--- src/rtl/hamming74_tx_serializer_if.sv ---
// Byte-in / bit-out bundle for the Hamming(7,4) transmit serializer.
// Handshakes: a byte moves when in_valid && in_ready at a rising clk edge, and a serial bit
// moves when tx_valid && tx_ready at a rising edge. A producer holds its payload stable while
// its valid is high and not yet accepted.
interface hamming74_tx_serializer_if;
  logic [7:0] in_data;
  logic       in_valid;
  logic       in_ready;
  logic [2:0] inject_pos;
  logic       tx_bit;
  logic       tx_valid;
  logic       tx_ready;
  logic       tx_first;
  logic       tx_last;

  modport slave (
    input  in_data, in_valid, inject_pos, tx_ready,
    output in_ready, tx_bit, tx_valid, tx_first, tx_last
  );

  modport master (
    output in_data, in_valid, inject_pos, tx_ready,
    input  in_ready, tx_bit, tx_valid, tx_first, tx_last
  );
endinterface

--- src/rtl/hamming74_tx_serializer.sv ---
// Accepts a byte, encodes each nibble as a Hamming(7,4) codeword [p1 p2 d0 p3 d1 d2 d3]
// and shifts both codewords out LSB-first, low nibble first, with optional bit-flip injection.
module hamming74_tx_serializer #(
  parameter bit INJECT_EN = 1'b1
) (
  input  logic                     clk,
  input  logic                     rst,
  hamming74_tx_serializer_if.slave bus,
  output logic [1:0]               state_dbg
);

  typedef enum logic [1:0] {
    IDLE    = 2'd0,
    SEND_LO = 2'd1,
    SEND_HI = 2'd2
  } state_t;

  state_t     state;
  state_t     state_next;
  logic [2:0] bit_idx;
  logic [2:0] bit_idx_next;
  logic [6:0] cw_lo;
  logic [6:0] cw_hi;
  logic [6:0] mask;
  logic       accept;

  function automatic logic [6:0] encode(input logic [3:0] d);
    logic p1;
    logic p2;
    logic p3;
    p1 = d[0] ^ d[1] ^ d[3];
    p2 = d[0] ^ d[2] ^ d[3];
    p3 = d[1] ^ d[2] ^ d[3];
    return {d[3], d[2], d[1], p3, d[0], p2, p1};
  endfunction

  // The same injected position is flipped in both codewords of the byte.
  always_comb begin
    mask = '0;
    if (INJECT_EN && (bus.inject_pos != 3'd0)) begin
      mask = 7'd1 << (bus.inject_pos - 3'd1);
    end
  end

  assign accept = (state == IDLE) && bus.in_valid;

  always_ff @(posedge clk or posedge rst) begin
    if (rst) begin
      state   <= IDLE;
      bit_idx <= '0;
      cw_lo   <= '0;
      cw_hi   <= '0;
    end else begin
      state   <= state_next;
      bit_idx <= bit_idx_next;
      if (accept) begin
        cw_lo <= encode(bus.in_data[3:0]) ^ mask;
        cw_hi <= encode(bus.in_data[7:4]) ^ mask;
      end
    end
  end

  always_comb begin
    state_next   = state;
    bit_idx_next = bit_idx;
    case (state)
      IDLE: begin
        if (bus.in_valid) begin
          state_next   = SEND_LO;
          bit_idx_next = '0;
        end
      end
      SEND_LO: begin
        if (bus.tx_ready) begin
          if (bit_idx == 3'd6) begin
            state_next   = SEND_HI;
            bit_idx_next = '0;
          end else begin
            bit_idx_next = bit_idx + 3'd1;
          end
        end
      end
      SEND_HI: begin
        if (bus.tx_ready) begin
          if (bit_idx == 3'd6) begin
            state_next   = IDLE;
            bit_idx_next = '0;
          end else begin
            bit_idx_next = bit_idx + 3'd1;
          end
        end
      end
      default: begin
        state_next   = IDLE;
        bit_idx_next = '0;
      end
    endcase
  end

  // Outputs decode registered state only; in_ready is also held low during reset.
  always_comb begin
    bus.in_ready = (state == IDLE) && !rst;
    bus.tx_valid = (state != IDLE);
    bus.tx_bit   = 1'b0;
    case (state)
      SEND_LO: bus.tx_bit = cw_lo[bit_idx];
      SEND_HI: bus.tx_bit = cw_hi[bit_idx];
      default: bus.tx_bit = 1'b0;
    endcase
    bus.tx_first = (state != IDLE) && (bit_idx == 3'd0);
    bus.tx_last  = (state == SEND_HI) && (bit_idx == 3'd6);
    state_dbg    = state;
  end

endmodule

--- src/flat_wrapper.sv ---
// flat-port wrapper written by rule: the top's interface ports become plain ports
module hamming74_tx_serializer_flat 
#(
  parameter bit INJECT_EN = 1'b1
)
  (clk, rst, state_dbg, bus_in_data, bus_in_valid, bus_inject_pos, bus_tx_ready, bus_in_ready, bus_tx_bit, bus_tx_valid, bus_tx_first, bus_tx_last);
  hamming74_tx_serializer_if bus_i ();
  input  logic clk;
  input  logic rst;
  output logic [1:0] state_dbg;
  input wire logic [$bits(bus_i.in_data)-1:0] bus_in_data;
  input wire logic [$bits(bus_i.in_valid)-1:0] bus_in_valid;
  input wire logic [$bits(bus_i.inject_pos)-1:0] bus_inject_pos;
  input wire logic [$bits(bus_i.tx_ready)-1:0] bus_tx_ready;
  output wire logic [$bits(bus_i.in_ready)-1:0] bus_in_ready;
  output wire logic [$bits(bus_i.tx_bit)-1:0] bus_tx_bit;
  output wire logic [$bits(bus_i.tx_valid)-1:0] bus_tx_valid;
  output wire logic [$bits(bus_i.tx_first)-1:0] bus_tx_first;
  output wire logic [$bits(bus_i.tx_last)-1:0] bus_tx_last;
  assign bus_i.in_data = bus_in_data;
  assign bus_i.in_valid = bus_in_valid;
  assign bus_i.inject_pos = bus_inject_pos;
  assign bus_i.tx_ready = bus_tx_ready;
  assign bus_in_ready = bus_i.in_ready;
  assign bus_tx_bit = bus_i.tx_bit;
  assign bus_tx_valid = bus_i.tx_valid;
  assign bus_tx_first = bus_i.tx_first;
  assign bus_tx_last = bus_i.tx_last;
  hamming74_tx_serializer #(.INJECT_EN(INJECT_EN)) u_core (.clk(clk), .rst(rst), .bus(bus_i), .state_dbg(state_dbg));
endmodule
--- config.mk ---
export PLATFORM = sky130hd
export DESIGN_NAME = hamming74_tx_serializer_flat
export DESIGN_NICKNAME = d
export VERILOG_FILES = /design/src/rtl/hamming74_tx_serializer_if.sv /design/src/rtl/hamming74_tx_serializer.sv /design/src/flat_wrapper.sv
export SDC_FILE = /design/constraint.sdc
export NUM_CORES = 1
export LEC_CHECK = 0
export ABC_AREA = 1
export CAP_MARGIN = 0
export CORE_ASPECT_RATIO = 0.8
export CORE_UTILIZATION = 55
export CTS_CLUSTER_SIZE = 40
export DETAILED_ROUTE_END_ITERATION = 7
export PLACE_DENSITY = 0.81
export SKIP_LAST_GASP = 1
export SLEW_MARGIN = 5
export SYNTH_ARGS = -nofsm -noshare
export SYNTH_HDL_FRONTEND = slang
export SYNTH_SLANG_ARGS = --single-unit
--- constraint.sdc ---
create_clock -name clk -period 2.9 [get_ports clk]
set_input_delay 0.87 -clock clk [delete_from_list [all_inputs] [get_ports clk]]
set_output_delay 0.87 -clock clk [all_outputs]
set_load 0.02 [all_outputs]
* After elaboration in Yosys (flattened, before gate mapping)
Index checks and enable logic that the tools add are counted.
** Storage, ports and cells
- Bits in registers :: 19
- Bits of input ports :: 15
- Output and inout port bits :: 7
- Logic and storage cells :: 59
** Cells by class
- Add/sub/neg operators :: 2
- Order comparisons :: 1
- Equality and inequality tests :: 9
- Shift-type cells :: 1
- Multiplexer cells :: 16
- Bitwise operators :: 14
- Reduce and logical (&&, ||, !) cells :: 12
** Operator list (count)
- 7-bit XOR :: 2
- 1-bit XOR :: 12
- 2-bit two-way mux :: 5
- 3-bit two-way mux :: 3
- 7-bit two-way mux :: 1
- 1-bit by 3-bit << shifter with 7-bit output, first input constant :: 1
- 1-bit binary-select mux with 3-bit select :: 2
- 2-bit by 1-bit != test with 1-bit output, second input constant :: 3
- 2-bit != test, second input constant :: 3
- 2-bit one-hot mux with 3 select lines :: 1
- 3-bit one-hot mux with 2 select lines :: 1
- 5-bit AND reduction :: 1
- 1-bit logical AND :: 4
- 3-bit by 4-bit less-than comparator with 1-bit output, second input constant :: 1
- 3-bit by 1-bit adder with 3-bit output, second input constant :: 1
- 3-bit equality test, second input constant :: 1
- 3-bit zero test :: 1
- 3-bit nonzero test :: 1
- 3-bit by 1-bit subtractor with 3-bit output, second input constant :: 1
- 2-bit by 1-bit equality test with 1-bit output, second input constant :: 1
- 2-bit equality test, second input constant :: 1
- 2-bit zero test :: 1
- 1-bit two-way mux :: 2
- 1-bit one-hot mux with 2 select lines :: 1
- 4 further kinds :: 4

* Depth between registers and ports, before layout
Gate-level depths: netlist of the first run.
- Depth after elaboration :: 4
- Gate-level depth with buffers :: 9
- Gate-level depth less buffers :: 9

* Least setup slack after synthesis of the first run
Ideal clock, no wire load.
- Kind :: register to output
- Start :: reg u_core.state[0] (netlist: u_core.state_dbg[0])
- End :: out bus_tx_first
- Data arrival time :: 1466 ps
- Required time :: 2030 ps
- Setup slack :: 564 ps
- Cell stages (with the launch flop) :: 4
- Path buffers :: 0
- Cells stage by stage :: dfrtp_1 > inv_1 > ha_1 > nor4_1
** On the way
- Cells in the longest elaborated chain, start to end :: 2
** Ends and longest elaborated chain
- start: declaration :: RTL line hamming74_tx_serializer.sv:18 : state_t state;
- start signal: assignment :: RTL line hamming74_tx_serializer.sv:54 : state <= state_next;
- 2-bit nonzero test :: RTL line hamming74_tx_serializer.sv:110 : bus.tx_first = (state != IDLE) && (bit_idx == 3'd0);
- 1-bit logical AND :: RTL line hamming74_tx_serializer.sv:110
- end: declaration :: RTL line flat_wrapper.sv:18 : output wire logic [$bits(bus_i.tx_first)-1:0] bus_tx_first;
No other way between the ends.

* Worst setup path after layout of the first run
- Start :: reg u_core.bit_idx[0]
- End :: out bus_tx_first
** On the way
- Cells in the longest elaborated chain, start to end :: 2
** Ends and longest elaborated chain
- start: declaration :: RTL line hamming74_tx_serializer.sv:20 : logic [2:0] bit_idx;
- start signal: assignment :: RTL line hamming74_tx_serializer.sv:55 : bit_idx <= bit_idx_next;
- 3-bit zero test :: RTL line hamming74_tx_serializer.sv:110
- 1-bit logical AND :: RTL line hamming74_tx_serializer.sv:110
No other way between the ends.

==> results.json, run 1 <==
{
  "setup_viol": 0,
  "peakVddDrop_mv": 0.628,
  "max_cap_viols": 0,
  "critPathSlowestCell": "clkdlybuf4s50_1",
  "crit_type": "flop to output pin",
  "grt_first_pass_wirelength_mm": 5.44,
  "core.rowCount": 15,
  "post_syn_instances": 205,
  "via_per_inst": 5.28,
  "fin_skew_ns": 0.00296,
  "finalSetupTns_ns": 0,
  "p_leak_nw": 0.858,
  "synthToLayoutAreaGrowth_pct": 19.0,
  "clock_sink_count": 19,
  "cp_num_buf_inv": 2,
  "max-slew-margin-rel_pct": 51.6,
  "groute.usage.overall_pct": 27.7,
  "ctsHtreeMaxLevel": 1,
  "post_route_cells_drive_above_1_share_pct": 6.58,
  "num-fill-cells": 187,
  "post_synth.cell_area_avg_um2": 6.82,
  "synth-simple-area-share_pct": 34.6,
  "totalWireLength_mm": 3.44,
  "vias": 1384,
  "avgRoutedWirePerCell_um": 13.1,
  "die_x_um": 58.4,
  "synth_top_family_by_area": "simple AND/OR/NAND/NOR gates",
  "comb_power_share_pct": 54.4,
  "crit_path_end_kind": "output pin",
  "synth_top_area_share_pct": 34.0,
  "finalCriticalPeriod_ns": 2.77,
  "yosys_register_bits": 19,
  "cts_tree": "yes",
  "first_global_vias": 1246,
  "yosys.area_share.xor_xnor_pct": 7.51,
  "grt_overflow_total": 0,
  "post-layout-total-power_mw": 1.44,
  "seq_area_frac_synth_pct": 34.0,
  "hold_slack_ns": 0.496,
  "worstPathCellList": "buf_4, nor4_1, clkdlybuf4s50_1",
  "floorplan.io_pins": 22,
  "path_delay_family": "buffers and inverters",
  "report.final.hold_viol_count": 0,
  "finish.net_count": 249,
  "timing.fmax_mhz": 361,
  "synth_area_um2": 1400,
  "place.gp.congestion": 0.952,
  "io_buffers": 21,
  "share_seq_of_total_power_pct": 36.2,
  "die_height_um": 47.1,
  "total_switching_power_uw": 677,
  "initial_core_util_pct": 61.6,
  "worstSkewPairLatency_ns": 0.30,
  "ys_types": 25,
  "internal_power_uw": 759,
  "pwrdens_nw_per_um2": 863,
  "post_synth_mux_area_share_pct": 0,
  "worst_hold_path_type": "flop to flop",
  "drv_slew": 0,
  "drt_pre_antenna_iters": 4,
  "status": "completed",
  "worstPathArrival_ns": 1.90,
  "post_place_setup_slack_ns": 0.0323,
  "worst_setup_hold_path_clk_slew_ns": 0.11,
  "fin_ws_ns": 0.128,
  "postSynthNetCount": 225,
  "proportion_of_total_power_due_to_net_switching_pct": 47.1,
  "layout_worst_path_cycle_share_pct": 95.6,
  "hold_buffers": 0,
  "worst_pin_slew_ns": 0.726,
  "critical_path_peak_fanout": 7,
  "cts-root-buf": "clkbuf_4",
  "design.die.area_um2": 2750,
  "number_of_antenna_violations_at_the_first_check_in_global_routing": 0,
  "grt_setup_unrepaired": "no",
  "synth_area_leader_cell": "dfrtp_1",
  "timing.critical_path.from_type": "flop",
  "antenna_cells": 0,
  "dp_cells": 258,
  "share_clk_of_total_power_pct": 9.4,
  "adder_and_majority_gate_portion_of_the_synthesized_area_pct": 4.47,
  "finalNonFillerCells": 262,
  "post_synth_main_area_contributors": "dfrtp_1, nand2_1, inv_1",
  "initialDrtViolationCount": 104,
  "timing.critical_path.slowest_cell_delay_ns": 0.66,
  "dpl.hpwl_mm": 2.74,
  "grt_start_max_net_pins": 20,
  "core_box_area_um2": 2270,
  "synth.yosys.warnings": 0,
  "critical_path_required_ns": 2.03,
  "cts_buffer_depth": 2,
  "numCtsBuffers": 3,
  "synth_compound_gate_area_share_pct": 8.59,
  "route.antenna.remaining_nets": 0,
  "route.detailed.drc": 0
}
-- power by group through the flow --
stage,Sequential [mW],Combinational [mW],Clock [mW]
6_report,0.519,0.781,0.136
5_1_grt,0.529,0.873,0.146
4_1_cts,0.512,0.780,0.134
3_5_place_dp,0.515,0.777,0
3_3_place_gp,0.508,0.746,0
2_1_floorplan,0.477,0.572,0
-- logic make-up (layout without fill, tap and decap cells) --
kind of cell    after synthesis  after routing
compound gates               20             20
xor+xnor                     12             12
fa+ha+maj                     5              5
buf+inv                      35             58
flops                        19             19
simple gates                114            114
-- worst register-to-register path, stage by stage (launching register included) --
cell and delay [ns]:
dfrtp_1 0.42, inv_1 0.10, ha_1 0.24, nand2_1 0.25
clkinv_1 0.30, nor2_1 0.18, a21oi_1 0.06
-- synthesized netlist by cell type --
master and number:
a21oi_1 3, a21oi_2 1, a31oi_1 1, buf_2 2
buf_6 2, clkinv_1 1, dfrtp_1 19, ha_1 5
inv_1 29, inv_4 1, nand2_1 74, nand3_1 19
nand3_2 1, nand4_1 1, nor2_1 12, nor2_4 2
nor3_1 3, nor4_1 1, o211ai_2 1, o21ai_0 9
o21ai_1 3, o21ai_2 2, or2_1 1, xnor2_1 2
xor2_1 10
-- path summary, 6_finish.rpt --
kind / startpoint / endpoint / slack, ns / depth (start not counted)
worst max-delay path: u_core.bit_idx[0]$_DFFE_PP0P_ / bus_tx_first / 0.13 / 3
worst min-delay path: u_core.cw_hi[3]$_DFFE_PP0P_ / u_core.cw_hi[3]$_DFFE_PP0P_ / 0.50 / 2
worst max register to register: u_core.state_dbg[0]$_DFFE_PP0P_ / u_core.cw_hi[6]$_DFFE_PP0P_ / 1.24 / 6
worst min register to register: u_core.cw_hi[3]$_DFFE_PP0P_ / u_core.cw_hi[3]$_DFFE_PP0P_ / 0.50 / 2
max in group asynchronous: rst / u_core.bit_idx[1]$_DFFE_PP0P_ / 1.38 / 2
min in group asynchronous: rst / u_core.cw_lo[4]$_DFFE_PP0P_ / 1.02 / 2
-- sequential cells by signal (all words and copies together) (netlist names) --
register          cells
u_core.bit_idx        3
u_core.state_dbg      2
u_core.cw_hi          7
u_core.cw_lo          7
-- metrics by stage --
| stage | cell area (um^2) | util, % |
|---|---|---|
| after floorplan | 1400 | - |
| after CTS | 1660 | 73.2 |
| after global placement | 1630 | 72.0 |
| after global routing | 1660 | 73.3 |
| final | 1660 | 73.3 |
| after detailed placement | 1630 | 72.0 |
-- per-layer routing --
layer | routed length [um] | vias to the layer above | track usage (%)
met1 | 1580 | 659 | 37.4
met3 | 220 | 8 | 6.06
met4 | 46 | 0 | 11.0
met2 | 1590 | 38 | 44.6
met5 | 0 | - | 0
li1 | - | 679 | -
-- cells in the final DEF (no fill, tap or decap), types with 5 or more instances in the layout --
cell,instances
o21ai_0,9
clkdlybuf4s50_1,19
ha_1,5
nor2_1,12
dfrtp_1,17
nand3_1,19
nand2_1,74
inv_1,29
xor2_1,10
-- timing repair --
action | in CTS | in global routing
gates cloned | 0 | 0
setup endpoints to repair | 1 | 1
gates resized for setup | 3 | 1
pin swaps | 0 | 0
setup buffers | 0 | 0
-- final cells by class --
class	instances	area [um^2]	share of cell area, %
multi-input combinational	151	772	46.4
sequential	19	478	28.7
timing repair buffer	23	226	13.6
inverter	31	119	7.14
tap	34	42.5	2.56
clock buffer	4	26.3	1.58
No activity file was read; power rests on OpenSTA's default activity.
==> run 2: changes to the inputs <==
- clock period: 2.9 -> 3.5 ns (I/O delays scaled with it)
==> run 2 against run 1 <==
Compared with the run above:
- routed wire length is 7.2% lower
- via count shrank 3.0%
- register-to-register slack improved by 0.70 ns
- cell area decreased by 0.60%
- core utilization decreased by 0.44 points
- sequential share of layout area rose by 0.098 points
- first-iteration DRC count decreased by 9.6%
- power decreased by 19%
- die area unchanged
- hold slack gained 0.0020 ns
- clock skew is 0.011 ns higher
- largest power group unchanged
- highest routed layer unchanged
==> results.json, run 2 (synthesis results as in run 1) <==
{
  "cts_buffer_depth": 2,
  "route.detailed.drc": 0,
  "report.final.hold_viol_count": 0,
  "comb_power_share_pct": 53.4,
  "finalCriticalPeriod_ns": 3.23,
  "largest_registers": "u_core.cw_hi: 7 flops, u_core.cw_lo: 7 flops, u_core.bit_idx: 3 flops",
  "total_switching_power_uw": 543,
  "cts-root-buf": "clkbuf_4",
  "timing.critical_path.from_type": "input pin",
  "io_buffers": 21,
  "setup_viol": 0,
  "drt_pre_antenna_iters": 4,
  "worst_hold_path_type": "flop to flop",
  "clock_sink_count": 19,
  "drv_slew": 0,
  "totalWireLength_mm": 3.19,
  "fin_ws_ns": 0.274,
  "initial_core_util_pct": 61.6,
  "critPathSlowestCell": "clkdlybuf4s50_1",
  "proportion_of_total_power_due_to_net_switching_pct": 46.5,
  "status": "completed",
  "timing.critical_path.slowest_cell_delay_ns": 0.60,
  "first_global_vias": 1195,
  "max-slew-margin-rel_pct": 53.2,
  "share_seq_of_total_power_pct": 37.2,
  "finalSetupTns_ns": 0,
  "hold_buffers": 0,
  "ctsHtreeMaxLevel": 1,
  "worstSkewPairLatency_ns": 0.30,
  "share_clk_of_total_power_pct": 9.3,
  "grt_first_pass_wirelength_mm": 5.31,
  "finish.net_count": 248,
  "peakVddDrop_mv": 0.449,
  "finalNonFillerCells": 261,
  "groute.usage.overall_pct": 27.0,
  "post_route_cells_drive_above_1_share_pct": 5.73,
  "route.antenna.remaining_nets": 0,
  "critical_path_peak_fanout": 2,
  "dp_cells": 257,
  "internal_power_uw": 625,
  "crit_type": "input pin to output pin",
  "dpl.hpwl_mm": 2.58,
  "worstPathCellList": "clkdlybuf4s50_1, nor2_1, clkdlybuf4s50_1",
  "layout_worst_path_cycle_share_pct": 92.2,
  "post_place_setup_slack_ns": 0.263,
  "critical_path_required_ns": 2.45,
  "fin_skew_ns": 0.0144,
  "design.die.area_um2": 2750,
  "number_of_antenna_violations_at_the_first_check_in_global_routing": 0,
  "worst_pin_slew_ns": 0.701,
  "floorplan.io_pins": 22,
  "initialDrtViolationCount": 94,
  "cts_tree": "yes",
  "crit_path_end_kind": "output pin",
  "avgRoutedWirePerCell_um": 12.2,
  "synthToLayoutAreaGrowth_pct": 18.2,
  "max_cap_viols": 0,
  "antenna_cells": 0,
  "numCtsBuffers": 3,
  "vias": 1342,
  "timing.fmax_mhz": 310,
  "grt_setup_unrepaired": "no",
  "dpl-instance-area_um2": 1630,
  "leading_cell_type_in_the_layout_fill_and_taps_excluded": "nand2_1",
  "num-fill-cells": 183,
  "die_height_um": 47.1,
  "post_cts_setup_repair_bufs": 0,
  "final_cell_mix": "nand2_1, inv_1, clkdlybuf4s50_1, nand3_1, dfrtp_1",
  "core_box_area_um2": 2270,
  "pwrdens_nw_per_um2": 706,
  "final_design_area_no_fill_um2": 1650,
  "worst_path_most_repeated_cell": "clkdlybuf4s50_1",
  "worstPathArrival_ns": 2.18,
  "grt_overflow_total": 0,
  "core.rowCount": 15,
  "place.gp.congestion": 0.936,
  "p_leak_nw": 0.836,
  "die_x_um": 58.4,
  "grt_start_max_net_pins": 20,
  "via_per_inst": 5.14,
  "worst_setup_hold_path_clk_slew_ns": 0.09
}
## run 2: critical path, delay by kind of cell
family	cells	cell delay, ns
AND/OR/NAND/NOR	1	0.10
buffers and inverters	2	1.02
## run 2: timing repair
action / in CTS / in global routing
hold endpoints to repair: 0 / 0
setup endpoints to repair: 0 / 1
resized for setup: 0 / 1
## run 2: cell type report
class | count | area (um^2) | share of cell area (%)
Tap cell | 34 | 42.5 | 2.57
Inverter | 31 | 119 | 7.19
Timing Repair Buffer | 22 | 218 | 13.2
Clock buffer | 4 | 26.3 | 1.59
Multi-Input combinational cell | 151 | 772 | 46.7
Sequential cell | 19 | 477 | 28.8
## run 2: worst paths after layout
| check | start | to | slack (ns) | cells after the start |
|---|---|---|---|---|
| worst min register to register | u_core.cw_hi[4]$_DFFE_PP0P_ | u_core.cw_hi[4]$_DFFE_PP0P_ | 0.50 | 2 |
| max in group asynchronous | rst | u_core.bit_idx[0]$_DFFE_PP0P_ | 1.84 | 2 |
| worst min-delay path | u_core.cw_hi[4]$_DFFE_PP0P_ | u_core.cw_hi[4]$_DFFE_PP0P_ | 0.50 | 2 |
| worst max register to register | u_core.state_dbg[0]$_DFFE_PP0P_ | u_core.bit_idx[1]$_DFFE_PP0P_ | 1.94 | 8 |
| min in group asynchronous | rst | u_core.cw_hi[0]$_DFFE_PP0P_ | 1.18 | 2 |
| worst max-delay path | rst | bus_in_ready | 0.27 | 3 |
## run 2: routing by layer
layer	wire length, um	GRT usage [%]	up-vias
met5	0	0	-
met4	12	7.14	0
met3	198	5.79	3
met2	1400	42.5	43
met1	1580	38.5	603
li1	-	-	693
## run 2: power groups by stage
stage / Clock (mW) / Combinational, mW / Sequential [mW]
2_1_floorplan: 0 / 0.474 / 0.395
6_report: 0.109 / 0.624 / 0.435
3_3_place_gp: 0 / 0.600 / 0.431
5_1_grt: 0.119 / 0.702 / 0.447
3_5_place_dp: 0 / 0.619 / 0.437
4_1_cts: 0.110 / 0.625 / 0.432
## run 2: through the flow
| stage | util, % | hold WS (ns) | power [mW] |
|---|---|---|---|
| after floorplan | - | 0.449 | 0.869 |
| after global placement | 71.6 | 0.468 | 1.03 |
| after detailed placement | 71.6 | 0.473 | 1.06 |
| after CTS | 72.8 | 0.500 | 1.17 |
| after global routing | 72.8 | 0.516 | 1.27 |
| final | 72.8 | 0.498 | 1.17 |
==> run 3: changes to the inputs <==
- SLEW_MARGIN: 5 -> 20
==> results of run 3 <==
No change in the layout: final DEF, timing and power equal those of run 2.
